### src/rtl/alu_pkg.sv
// Shared definitions for the ALU XOR issue stage: op encodings, FSM states,
// default widths and reset values.
package alu_pkg;

    localparam int WIDTH_DEF = 16;
    localparam int CNT_W_DEF = 16;

    typedef enum logic [1:0] {
        OP_XOR  = 2'b00,
        OP_ACCX = 2'b01,
        OP_CLR  = 2'b10,
        OP_PASS = 2'b11
    } alu_op_e;

    typedef enum logic {
        ST_EMPTY = 1'b0,
        ST_FULL  = 1'b1
    } stage_state_e;

    localparam stage_state_e RST_STATE = ST_EMPTY;

endpackage

### src/rtl/xor_op_unit.sv
// Combinational XOR operation unit: produces the next result and the next
// accumulator value for one operand beat.
module xor_op_unit
    import alu_pkg::*;
#(
    parameter int WIDTH = WIDTH_DEF
) (
    input  logic [WIDTH-1:0] in_a,
    input  logic [WIDTH-1:0] in_b,
    input  logic [1:0]       in_op,
    input  logic [WIDTH-1:0] acc_i,
    output logic [WIDTH-1:0] res_o,
    output logic [WIDTH-1:0] acc_o
);

    always_comb begin
        res_o = '0;
        acc_o = acc_i;
        case (alu_op_e'(in_op))
            OP_XOR:  res_o = in_a ^ in_b;
            OP_ACCX: begin
                acc_o = acc_i ^ in_a ^ in_b;
                res_o = acc_i ^ in_a ^ in_b;
            end
            OP_CLR: begin
                acc_o = '0;
                res_o = '0;
            end
            OP_PASS: res_o = in_a;
            default: res_o = '0;
        endcase
    end

endmodule

### src/rtl/alu_xor_issue_stage.sv
// Registered issue/result stage around the XOR datapath with a one-deep result
// register. Optional parity output is enabled by defining ALU_XOR_PARITY_EN.
module alu_xor_issue_stage
    import alu_pkg::*;
#(
    parameter int WIDTH = WIDTH_DEF,
    parameter int CNT_W = CNT_W_DEF
) (
    input  logic             clk,
    input  logic             rst,
    input  logic             in_valid,
    output logic             in_ready,
    input  logic [WIDTH-1:0] in_a,
    input  logic [WIDTH-1:0] in_b,
    input  logic [1:0]       in_op,
    output logic             out_valid,
    input  logic             out_ready,
    output logic [WIDTH-1:0] out_r,
    output logic             out_zero,
    output logic [CNT_W-1:0] op_count,
`ifdef ALU_XOR_PARITY_EN
    output logic             out_parity,
`endif
    output stage_state_e     state_dbg
);

    // Handshake: a beat transfers on any rising edge where valid && ready are
    // both high; a source holds valid and payload stable until it transfers.
    stage_state_e     state_q, state_d;
    logic             accept;
    logic [WIDTH-1:0] res_c, acc_c;
    logic [WIDTH-1:0] out_r_q, out_r_d;
    logic [WIDTH-1:0] acc_q, acc_d;
    logic [CNT_W-1:0] cnt_q, cnt_d;

    xor_op_unit #(.WIDTH(WIDTH)) u_op (
        .in_a  (in_a),
        .in_b  (in_b),
        .in_op (in_op),
        .acc_i (acc_q),
        .res_o (res_c),
        .acc_o (acc_c)
    );

    always_ff @(posedge clk or posedge rst) begin
        if (rst) state_q <= RST_STATE;
        else     state_q <= state_d;
    end

    always_comb begin
        state_d = state_q;
        case (state_q)
            ST_EMPTY: if (accept) state_d = ST_FULL;
            ST_FULL:  if (out_ready && !accept) state_d = ST_EMPTY;
            default:  state_d = RST_STATE;
        endcase
    end

    // Same-cycle refill: a draining result frees the register for a new beat.
    always_comb begin
        out_valid = (state_q == ST_FULL);
        in_ready  = !out_valid || out_ready;
    end

    assign accept = in_valid && in_ready;

    always_comb begin
        out_r_d = out_r_q;
        acc_d   = acc_q;
        cnt_d   = cnt_q;
        if (accept) begin
            out_r_d = res_c;
            acc_d   = acc_c;
            cnt_d   = cnt_q + CNT_W'(1);
        end
    end

    always_ff @(posedge clk or posedge rst) begin
        if (rst) begin
            out_r_q <= '0;
            acc_q   <= '0;
            cnt_q   <= '0;
        end else begin
            out_r_q <= out_r_d;
            acc_q   <= acc_d;
            cnt_q   <= cnt_d;
        end
    end

`ifdef ALU_XOR_PARITY_EN
    logic parity_q;

    always_ff @(posedge clk or posedge rst) begin
        if (rst)         parity_q <= 1'b0;
        else if (accept) parity_q <= ^res_c;
    end

    assign out_parity = parity_q;
`endif

    assign out_r     = out_r_q;
    assign out_zero  = (out_r_q == '0);
    assign op_count  = cnt_q;
    assign state_dbg = state_q;

endmodule

### config.mk
export PLATFORM = sky130hd
export DESIGN_NAME = alu_xor_issue_stage
export DESIGN_NICKNAME = d
export VERILOG_FILES = /design/src/rtl/alu_pkg.sv /design/src/rtl/xor_op_unit.sv /design/src/rtl/alu_xor_issue_stage.sv
export SDC_FILE = /design/constraint.sdc
export NUM_CORES = 1
export LEC_CHECK = 0
export CAP_MARGIN = 0
export CELL_PAD_IN_SITES_DETAIL_PLACEMENT = 2
export CELL_PAD_IN_SITES_GLOBAL_PLACEMENT = 2
export CORE_ASPECT_RATIO = 0.5
export CORE_MARGIN = 5
export CORE_UTILIZATION = 27
export DETAILED_ROUTE_END_ITERATION = 12
export GPL_TIMING_DRIVEN = 1
export PLACE_DENSITY = 0.79
export SKIP_CTS_REPAIR_TIMING = 1
export SLEW_MARGIN = 20
export SYNTH_ARGS = -nofsm -noshare
export SYNTH_HDL_FRONTEND = slang
export SYNTH_HIERARCHICAL = 1
export SYNTH_SLANG_ARGS = --single-unit
### constraint.sdc
create_clock -name clk -period 1.6 [get_ports clk]
set_clock_uncertainty 0.05 [all_clocks]
set_input_delay 0.32 -clock clk [delete_from_list [all_inputs] [get_ports clk]]
set_output_delay 0.32 -clock clk [all_outputs]
set_load 0.01 [all_outputs]
==> run_results.csv <==
group,metric,value,unit
pwr,powerDensity,956,nW/µm²
yosys,syn_nets,401,
clock_network,cts_buffers,5,
routing,via_per_inst,4.82,
pwr,leakagePower,2.70,nW
cells_and_area,area_growth,57.5,%
yosys,synth-seq-cells,49,
setup_path,path_cells,"nor4_2, buf_4, and4_1, clkbuf_2",
clock_network,path_clk_slew,0.07,ns
setup_path,crit_path_end_kind,"output pin",
timing,hold_slack,0.334,ns
timing,relSlewSlack,0.769,
routing,wl_per_cell,18.2,µm
grt,grt_overflow,0,
clock_network,cts_root_buf,"clkbuf_16",
yosys,syn_avg_cell_area,8.82,µm²
setup_path,critPathMaxFanout,2,
floorplan,die_h,86.6,µm
clock_network,clock_path_buffers,2,
place,place.gp.congestion,0.719,
floorplan,die_area,14100,µm²
floorplan,row_count,27,
setup_path,cp_top_family,"simple AND/OR/NAND/NOR gates",
setup_path,slowest_stage,"dfrtp_1",
yosys,synth_top_area_share,0.387,
cells_and_area,nNetsFinal,532,
status,outcome,"finished, violations left",
cells_and_area,multi_input_area,1820,µm²
place,place_inst,625,
setup_path,cp-start-kind,"flop",
grt,grt_pass1_wl,17900,µm
floorplan,ios,74,
timing,slew_violations,0,
yosys,synth_cell_types,33,
timing,finalHoldViolations,0,
grt,grt_pass1_vias,3627,
worst_hold_path,min_path_type,"in2async",
clock_network,htreeDepth,2,
pwr,internal_power,0.00315,W
routing,drtPass1Iterations,4,
setup_path,worst_path_largest_cell_delay,0.39,ns
routing,drt_iter0_drc,67,
yosys,syn-instance-count,359,
grt,grt_max_degree,50,
place,dp_hpwl,7620,µm
setup_path,r2r_cells,6,
yosys,syn_area,3170,µm²
cells_and_area,regArea,1240,µm²
clock_network,worstSkewPairLatency,0.30,ns
cells_and_area,final_cell_mix,"nand2_1, buf_4, dfrtp_1, dlymetal6s2s_1, clkdlybuf4s50_1",
cells_and_area,final_layout_size_suffix_gt1_frac,0.251,
setup_path,cp_num_buf_inv,2,
setup_path,reg2reg_slack,0.06,ns
grt,grt.total_usage,0.157,
pwr,p_switching,0.00162,W
yosys,synth_top_cell_by_area,"dfrtp_1",
timing,rsz0062_at_grt,"true",
cells_and_area,fillers,1226,
cells_and_area,final_cells,651,
job,cap_violations,0,
grt,antenna_found_initial,1,
timing,period_share,1.15,
timing,setup_violations,1,
status,violations,"negative setup slack",
cells_and_area,final_common_cell,"nand2_1",
routing,wirelength,11800,µm
yosys,synth_area_leaders,"dfrtp_1, nand2_1, xnor2_2",
pwr,swShare,0.339,
yosys,seq_area_frac_synth,0.387,
setup_path,critical_path_class,"reg2out",
timing,clock.fmax,544,MHz
floorplan,die_w,163,µm
clock_network,clock_sinks,49,
yosys,synth_warnings,6,
pwr,p_seq_frac,0.360,
timing,layout_setup_ws,-0.239,ns
place,portBuffers,73,
floorplan,initial_core_util,0.282,
timing,worst_slew_pin_slew,0.343,ns
setup_path,crit_required,1.23,ns
pwr,share_comb_of_total_power,0.396,
setup_path,worst_ep_arrival_time,1.47,ns
setup_path,cp.depth,4,
floorplan,coreArea,11200,µm²
clock_network,cts_tree,"built",
routing,vias,3140,
timing,finalSetupTns,-0.239,ns
routing,drc,0,
routing,ant_nets,0,
pwr,vdd_drop_max,0.596,mV
timing,finalCriticalPeriod,1.84,ns
pwr,p_clk_frac,0.244,
==> cells by family after synthesis <==
logic type / synth area share
and+or+nand+nor: 0.226
AOI/OAI and AO/OA: 0.135
DFF: 0.387
buffers and inverters: 0.0616
xor gates and xnor gates: 0.124
muxes: 0.0506
adders and majority gates: 0.0158
==> flip-flops by register name, indices dropped and copies added, names as in the netlist <==
signal and cells:
acc_q 16, op_count 16, out_r 16, out_valid 1
==> worst reg2reg max path, cell delays in order, from the launching register on <==
cell and delay (ns):
dfrtp_1 0.40, nor2b_4 0.14, buf_4 0.15, nor4_4 0.24
buf_4 0.18, nand3_2 0.09, xnor2_1 0.20
==> metal layers <==
layer | global-route usage | up-vias | part of all wire
li1 | - | 1488 | -
met1 | 0.185 | 1585 | 0.44
met2 | 0.298 | 54 | 0.52
met3 | 0.0280 | 13 | 0.027
met4 | 0.0381 | 0 | 0.013
met5 | 0 | - | 0
==> power groups by stage <==
| stage | combinational [W] | sequential (W) | clock, W |
|---|---|---|---|
| after floorplan | 0.000720 | 0.00176 | 0 |
| after global placement | 0.00157 | 0.00173 | 0 |
| after detailed placement | 0.00165 | 0.00175 | 0 |
| after CTS | 0.00167 | 0.00173 | 0.00119 |
| after global routing | 0.00207 | 0.00176 | 0.00126 |
| final | 0.00189 | 0.00172 | 0.00116 |
==> synthesized netlist by cell type <==
library cell / instances
and4_1: 2
nor2_1: 1
nor2b_4: 1
a32oi_1: 15
and2b_1: 2
nand2_2: 1
inv_1: 21
nand2_1: 109
xnor2_2: 16
a31oi_1: 1
nor2b_1: 13
o22ai_1: 31
buf_2: 12
nor2_2: 1
nand4_1: 4
nand2b_2: 1
nor3_1: 2
a21o_1: 1
xnor2_1: 13
inv_2: 1
ha_1: 4
a21boi_0: 1
nor4_4: 2
nand3_1: 6
nor4_1: 4
buf_4: 6
mux2i_1: 16
nand3_2: 1
dfrtp_1: 49
nand2b_1: 2
a21oi_1: 16
xor2_1: 2
clkbuf_1: 2
==> area by class of cell <==
cell class	count	area share
Multi-Input combinational cell	268	0.364
Timing Repair Buffer	144	0.300
Sequential cell	49	0.248
Tap cell	159	0.0399
Clock buffer	7	0.0306
Inverter	22	0.0166
Clock inverter	1	0.00100
Antenna cell	1	0.000502
==> path summary, 6_finish.rpt <==
kind | start | endpoint
setup / recovery | out_r[6]$_DFFE_PP0P_ | out_zero
hold / removal | rst | acc_q[10]$_DFFE_PP0P_
min in group clk | out_ready | out_valid$_DFF_PP0_
hold reg to reg | op_count[15]$_DFFE_PP0P_ | op_count[15]$_DFFE_PP0P_
setup reg to reg | out_valid$_DFF_PP0_ | op_count[11]$_DFFE_PP0P_
max in group asynchronous | rst | op_count[0]$_DFFE_PP0P_
==> per-stage QoR <==
step,setup WS (ns),area (µm²),util,total power [W]
2_1_floorplan,0.0572,3170,-,0.00248
3_3_place_gp,-0.366,4480,0.399,0.00330
3_5_place_dp,-0.508,4480,0.399,0.00340
4_1_cts,-0.695,4630,0.413,0.00459
5_1_grt,-0.341,4990,0.445,0.00509
6_report,-0.239,4990,0.445,0.00477
Power figures use the tool's default switching activity.
